$ cat config.mk
export PLATFORM = sky130hd
export DESIGN_NAME = prog_loader
export DESIGN_NICKNAME = d
export VERILOG_FILES = /design/src/rtl/rat_loader_pkg.sv /design/src/rtl/prog_loader.sv
export SDC_FILE = /design/constraint.sdc
export NUM_CORES = 1
export LEC_CHECK = 0
export ABC_AREA = 1
export ABC_CLOCK_PERIOD_IN_PS = 3380
export CAP_MARGIN = 20
export CORE_MARGIN = 5
export CORE_UTILIZATION = 58
export DETAILED_ROUTE_END_ITERATION = 6
export PLACE_DENSITY = 0.8
export SETUP_SLACK_MARGIN = 0.5
export SLEW_MARGIN = 20
export SYNTH_ARGS = -nofsm -noshare
export SYNTH_HDL_FRONTEND = slang
export SYNTH_SLANG_ARGS = --single-unit
$ cat constraint.sdc
create_clock -name CLK -period 3.38 [get_ports CLK]
set_input_delay 0.676 -clock CLK [delete_from_list [all_inputs] [get_ports CLK]]
set_output_delay 0.676 -clock CLK [all_outputs]
set_load 0.02 [all_outputs]
$ cat src/rtl/rat_loader_pkg.sv
// Shared definitions for the program-image loader.
// Holds the default geometry of the program memory and the loader FSM
// state encoding, plus a decode of which states accept an RX byte.
package rat_loader_pkg;

  localparam int ADDR_W    = 10;    // program-memory address width
  localparam int DATA_W    = 18;    // instruction width
  localparam int MAX_WORDS = 1024;  // largest legal image length in words

  typedef enum logic [3:0] {
    IDLE,
    LEN_HI,
    LEN_LO,
    BYTE0,
    BYTE1,
    BYTE2,
    WRITE,
    CHECK,
    FAIL
  } state_t;

  // States in which the loader consumes a byte from the RX stream.
  function automatic logic rx_ready_in(input state_t s);
    return (s inside {LEN_HI, LEN_LO, BYTE0, BYTE1, BYTE2, CHECK});
  endfunction

endpackage

$ cat src/rtl/prog_loader.sv
// prog_loader: receives a program image over a byte stream and writes it
// into program memory while holding the MCU in reset.
// Stream: LEN_HI, LEN_LO (word count N), N x {B0,B1,B2}, checksum byte.
// Word written = {B0[1:0], B1, B2}; checksum = mod-256 sum of B0/B1/B2.
// Ports:
//   CLK, RST        clock, asynchronous active-high reset
//   START           level-sampled load request (honoured in IDLE and FAIL)
//   RX_DATA/VALID   incoming byte and its valid flag
//   RX_READY        loader accepts a byte this cycle
//   PROG_WE/WADDR/WDATA  program-memory write port, one strobe per word
//   CPU_HOLD        MCU held in reset while loading or after a failure
//   DONE            one-cycle pulse on a successful load
//   ERR             sticky error flag, cleared by START or RST
module prog_loader #(
  parameter int ADDR_W    = rat_loader_pkg::ADDR_W,
  parameter int DATA_W    = rat_loader_pkg::DATA_W,
  parameter int MAX_WORDS = rat_loader_pkg::MAX_WORDS
) (
  input  logic              CLK,
  input  logic              RST,
  input  logic              START,
  input  logic [7:0]        RX_DATA,
  input  logic              RX_VALID,
  output logic              RX_READY,
  output logic              PROG_WE,
  output logic [ADDR_W-1:0] PROG_WADDR,
  output logic [DATA_W-1:0] PROG_WDATA,
  output logic              CPU_HOLD,
  output logic              DONE,
  output logic              ERR
);
  import rat_loader_pkg::*;

  localparam logic [16:0] LP_MAX = 17'(MAX_WORDS);

  state_t              r_state;
  logic [7:0]          r_len_hi;
  logic [15:0]         r_len;
  logic [15:0]         r_index;
  logic [7:0]          r_csum;
  logic [1:0]          r_b0;
  logic [7:0]          r_b1;
  logic                r_we;
  logic [ADDR_W-1:0]   r_waddr;
  logic [DATA_W-1:0]   r_wdata;
  logic                r_hold;
  logic                r_done;
  logic                r_err;

  logic                w_rx_ready;
  logic                w_xfer;
  logic [15:0]         w_len;

  assign w_rx_ready = rx_ready_in(r_state);
  assign w_xfer     = RX_VALID & w_rx_ready;
  assign w_len      = {r_len_hi, RX_DATA};

  always_ff @(posedge CLK or posedge RST) begin
    if (RST) begin
      r_state  <= IDLE;
      r_len_hi <= '0;
      r_len    <= '0;
      r_index  <= '0;
      r_csum   <= '0;
      r_b0     <= '0;
      r_b1     <= '0;
      r_we     <= 1'b0;
      r_waddr  <= '0;
      r_wdata  <= '0;
      r_hold   <= 1'b0;
      r_done   <= 1'b0;
      r_err    <= 1'b0;
    end else begin
      r_done <= 1'b0;
      r_we   <= 1'b0;
      case (r_state)
        IDLE, FAIL: begin
          if (START) begin
            r_state <= LEN_HI;
            r_hold  <= 1'b1;
            r_err   <= 1'b0;
            r_index <= '0;
            r_csum  <= '0;
          end
        end
        LEN_HI: begin
          if (w_xfer) begin
            r_len_hi <= RX_DATA;
            r_state  <= LEN_LO;
          end
        end
        LEN_LO: begin
          if (w_xfer) begin
            r_len <= w_len;
            if (w_len == '0 || {1'b0, w_len} > LP_MAX) begin
              r_state <= FAIL;
              r_err   <= 1'b1;
            end else begin
              r_state <= BYTE0;
            end
          end
        end
        BYTE0: begin
          if (w_xfer) begin
            if (RX_DATA[7:2] != '0) begin
              r_state <= FAIL;
              r_err   <= 1'b1;
            end else begin
              r_b0    <= RX_DATA[1:0];
              r_csum  <= r_csum + RX_DATA;
              r_state <= BYTE1;
            end
          end
        end
        BYTE1: begin
          if (w_xfer) begin
            r_b1    <= RX_DATA;
            r_csum  <= r_csum + RX_DATA;
            r_state <= BYTE2;
          end
        end
        BYTE2: begin
          // Write strobe and address/data are registered here so they are
          // valid for exactly the one cycle spent in WRITE.
          if (w_xfer) begin
            r_csum  <= r_csum + RX_DATA;
            r_we    <= 1'b1;
            r_waddr <= r_index[ADDR_W-1:0];
            r_wdata <= DATA_W'({r_b0, r_b1, RX_DATA});
            r_state <= WRITE;
          end
        end
        WRITE: begin
          if (r_index == r_len - 16'd1) begin
            r_state <= CHECK;
          end else begin
            r_index <= r_index + 16'd1;
            r_state <= BYTE0;
          end
        end
        CHECK: begin
          if (w_xfer) begin
            if (RX_DATA == r_csum) begin
              r_done  <= 1'b1;
              r_hold  <= 1'b0;
              r_state <= IDLE;
            end else begin
              r_err   <= 1'b1;
              r_state <= FAIL;
            end
          end
        end
        default: r_state <= IDLE;
      endcase
    end
  end

  assign RX_READY   = w_rx_ready;
  assign PROG_WE    = r_we;
  assign PROG_WADDR = r_waddr;
  assign PROG_WDATA = r_wdata;
  assign CPU_HOLD   = r_hold;
  assign DONE       = r_done;
  assign ERR        = r_err;

endmodule

==> metrics.txt <==
Worst setup EP type output pin; Reg2Reg Capture Point r_index[10]$_DFFE_PP0P_; number of warnings reported in the yosys synthesis log 0; number of filler instances in the final layout 707; slowest stage cell, crit path sky130_fd_sc_hd__clkdlybuf4s50_1; number of diodes added for antenna fixing 0; Core Rows 34; number of vias in the routed layout 4,251; initial drt markers 228; number of endpoints with negative hold slack in the final report 0; source of the worst register-to-register timing path r_len[0]$_DFFE_PP0P_; Worst-path clk slew 0.10 ns; Gate Count Post-Synth 629; worst setup path endpoint RX_READY; highest-count cells in the layout ignoring fill and taps sky130_fd_sc_hd__nand2_1 (159), sky130_fd_sc_hd__dfrtp_1 (94), sky130_fd_sc_hd__nor2_1 (71), sky130_fd_sc_hd__inv_1 (62), sky130_fd_sc_hd__nand3_1 (45); Longest Clk Path Bufs 2; IR drop worst, VDD 0.000364 V; worst endpoint required time 2.70 ns; Finish-stage setup viols 0; clock latency on the worst-skew pair 0.38 ns; Leakage Power 2.81 nW; register bit count reported by yosys 94; initial cell density of the core 0.590; drt drc 0; mean post-synth cell area 8.15 sq um; combined buffer and inverter count along the critical path 1; post-CTS setup-driven buffer insertion count 0; setup repair after global routing missed its margin no; minimum clock period after layout 2.76 ns; die outline height 104 microns; Critical Setup Path Class flip-flop to output pin; status finished, final reports clean; Hold/Removal Path Class flip-flop to flip-flop; core area 8680 sq um; clock tree from TritonCTS built; measured slew at the worst slew-check pin 0.741 ns; Total Negative Setup Slacks 0 ns; Detail Route Antenna Nets 0; count of clock tree sinks 94; number of I/O pins 45; total die area 10,800 sq um; post-DR wirelength/cell 14.7 microns; synth top area cells sky130_fd_sc_hd__dfrtp_1 (46%), sky130_fd_sc_hd__nand2_1 (12%), sky130_fd_sc_hd__nor2_1 (5.2%); CTS Hold Bufs 0; first-pass detailed-route iteration total 5; via count of the first global-routing pass 4,272; Remaining Overflow, GRT 0; final weighted congestion of routability-driven global placement 0.893; pin count of the biggest net entering global routing 52; total power 4.28 mW; post-route clock period utilization 0.815; kind of cell with the highest combined delay on the critical path buffers and inverters; launch point of the worst path r_state[1]$_DFFE_PP0P_; upper clock frequency limit 363 MHz; Critical Path Stages 5; Cell Area, Synth 5120 sq um; Avg Vias per Cell 5.43; share of the yosys chip area belonging to registers 0.459; deepest level of the CTS H-tree 3; width of the die 104 microns; post-cts resize count 0; most frequently used flop master after synthesis sky130_fd_sc_hd__dfrtp_1; Yosys top cell by area sky130_fd_sc_hd__dfrtp_1; stage delay of the slowest cell on the critical path 0.63 ns; skew final 0.00837 ns; slew margin rel. 0.505; proportion of synthesized flip-flops having asynchronous set or reset 1.00; power density of the placed cells 730 nW/um^2; Post-synth EDFFs 0; number of buffers created by CTS 9; pins over their slew limit 0; most frequent standard cell in the layout excluding fill and tap cells sky130_fd_sc_hd__nand2_1; worst path cell trace nor2_1, nand2_2, nand2_1, nor2_1, clkdlybuf4s50_1; Placed Area 5650 sq um; number of maximum-capacitance constraint violations 0; Design Area, Final 5860 sq um; critical path arrival 2.08 ns; GRT Util Overall 0.222; maximum net fanout on the critical path 7; global-route wire length before repair 20.1 mm; library cell used as clock root buffer sky130_fd_sc_hd__clkbuf_8; synth-to-layout area growth 14.4%; Cell variety after synth 37; ratio of cells with drive above 1 in the final layout 0.0815; detailed placer's ending HPWL 8.50 mm; antenna violations before repair 0; cells on worst reg2reg path 15; # port buffers 44; total detailed-routing wirelength 11.5 mm; top cell type's share of synthesized area 0.459; total number of nets in the final design 692; Startpoint Class flip-flop; R2R Setup Slk 1.04 ns; crit-path most repeated cell sky130_fd_sc_hd__nor2_1; syn nets 651
sequential cells by signal (all words and copies together), names as in the netlist:
signal      flops
ERR             1
r_b1            8
r_state         4
DONE            1
r_len_hi        8
r_index        16
r_len          16
PROG_WDATA     18
r_csum          8
PROG_WADDR     10
r_b0            2
PROG_WE         1
CPU_HOLD        1
worst min-delay path, stage by stage, from the launching register on:
cell	delay, ns
sky130_fd_sc_hd__dfrtp_1	0.36
sky130_fd_sc_hd__nand2_1	0.05
sky130_fd_sc_hd__nand2_1	0.05
how the worst min path moves through the flow:
stage / slack [ns] / cells after the start / from / to
global placement: 0.46 / 2 / ERR$_DFFE_PP0P_ / ERR$_DFFE_PP0P_
floorplan: 0.45 / 2 / r_b0[0]$_DFFE_PP0P_ / r_b0[0]$_DFFE_PP0P_
CTS: 0.50 / 2 / ERR$_DFFE_PP0P_ / ERR$_DFFE_PP0P_
detailed placement: 0.47 / 2 / ERR$_DFFE_PP0P_ / ERR$_DFFE_PP0P_
finish: 0.49 / 2 / ERR$_DFFE_PP0P_ / ERR$_DFFE_PP0P_
global route: 0.53 / 1 / PROG_WDATA[12]$_DFFE_PP0P_ / PROG_WDATA[12]$_DFFE_PP0P_
cell type report:
class,instances,area (sq um),share of cell area
tap,108,135,0.0231
timing repair buffer,48,483,0.0824
clock inverter,7,86.3,0.0147
clock buffer,9,124,0.0211
inverter,63,240,0.0410
sequential,94,2350,0.401
multi-input combinational,454,2440,0.416
metal layers:
layer,routed length (microns),GRT usage,vias to the layer above,part of all wire
met2,5810,0.376,103,0.51
met4,286,0.0870,0,0.025
li1,-,-,2113,-
met3,419,0.0410,29,0.036
met5,0,0,-,0
met1,4990,0.280,2006,0.43
stage by stage:
stage | std cells | util | hold WS, ns | setup slack, ns
2_1_floorplan | 629 | - | 0.448 | 1.27
3_3_place_gp | 767 | 0.651 | 0.459 | 0.606
3_5_place_dp | 767 | 0.651 | 0.471 | 0.489
4_1_cts | 783 | 0.675 | 0.497 | 0.646
5_1_grt | 783 | 0.675 | 0.531 | 0.522
6_report | 783 | 0.675 | 0.494 | 0.624
cell families (layout without fill, tap and decap cells):
| group | after synthesis | after routing | share of synthesized area |
|---|---|---|---|
| compound gates | 72 | 72 | 0.0720 |
| xor+xnor | 31 | 31 | 0.0530 |
| fa+ha+maj | 10 | 10 | 0.0259 |
| buf+inv | 81 | 127 | 0.0650 |
| flops | 94 | 94 | 0.459 |
| mux | 20 | 20 | 0.0440 |
| simple gates | 321 | 321 | 0.281 |
Yosys cell counts, types with 3 or more instances:
library cell,instances
sky130_fd_sc_hd__nor2_1,71
sky130_fd_sc_hd__nand4_1,8
sky130_fd_sc_hd__xor2_1,18
sky130_fd_sc_hd__nand2_2,5
sky130_fd_sc_hd__nand2_1,159
sky130_fd_sc_hd__o21ai_1,8
sky130_fd_sc_hd__clkbuf_1,6
sky130_fd_sc_hd__nor2_2,3
sky130_fd_sc_hd__a21oi_1,25
sky130_fd_sc_hd__xnor2_1,13
sky130_fd_sc_hd__ha_1,9
sky130_fd_sc_hd__dfrtp_1,94
sky130_fd_sc_hd__nand3b_1,8
sky130_fd_sc_hd__mux2_2,18
sky130_fd_sc_hd__buf_2,7
sky130_fd_sc_hd__nor3_1,5
sky130_fd_sc_hd__o21ai_0,36
sky130_fd_sc_hd__nor4_1,6
sky130_fd_sc_hd__inv_1,63
sky130_fd_sc_hd__nand3_1,45
report_power, final:
group	leakage (nW)	switching (mW)	internal, mW	total (mW)
registers	1.24	0.272	1.43	1.70
clock network	0.105	0.469	0.298	0.766
logic	1.47	1.09	0.717	1.81
total	2.81	1.83	2.44	4.28
No activity file was read; power rests on OpenSTA's default activity.
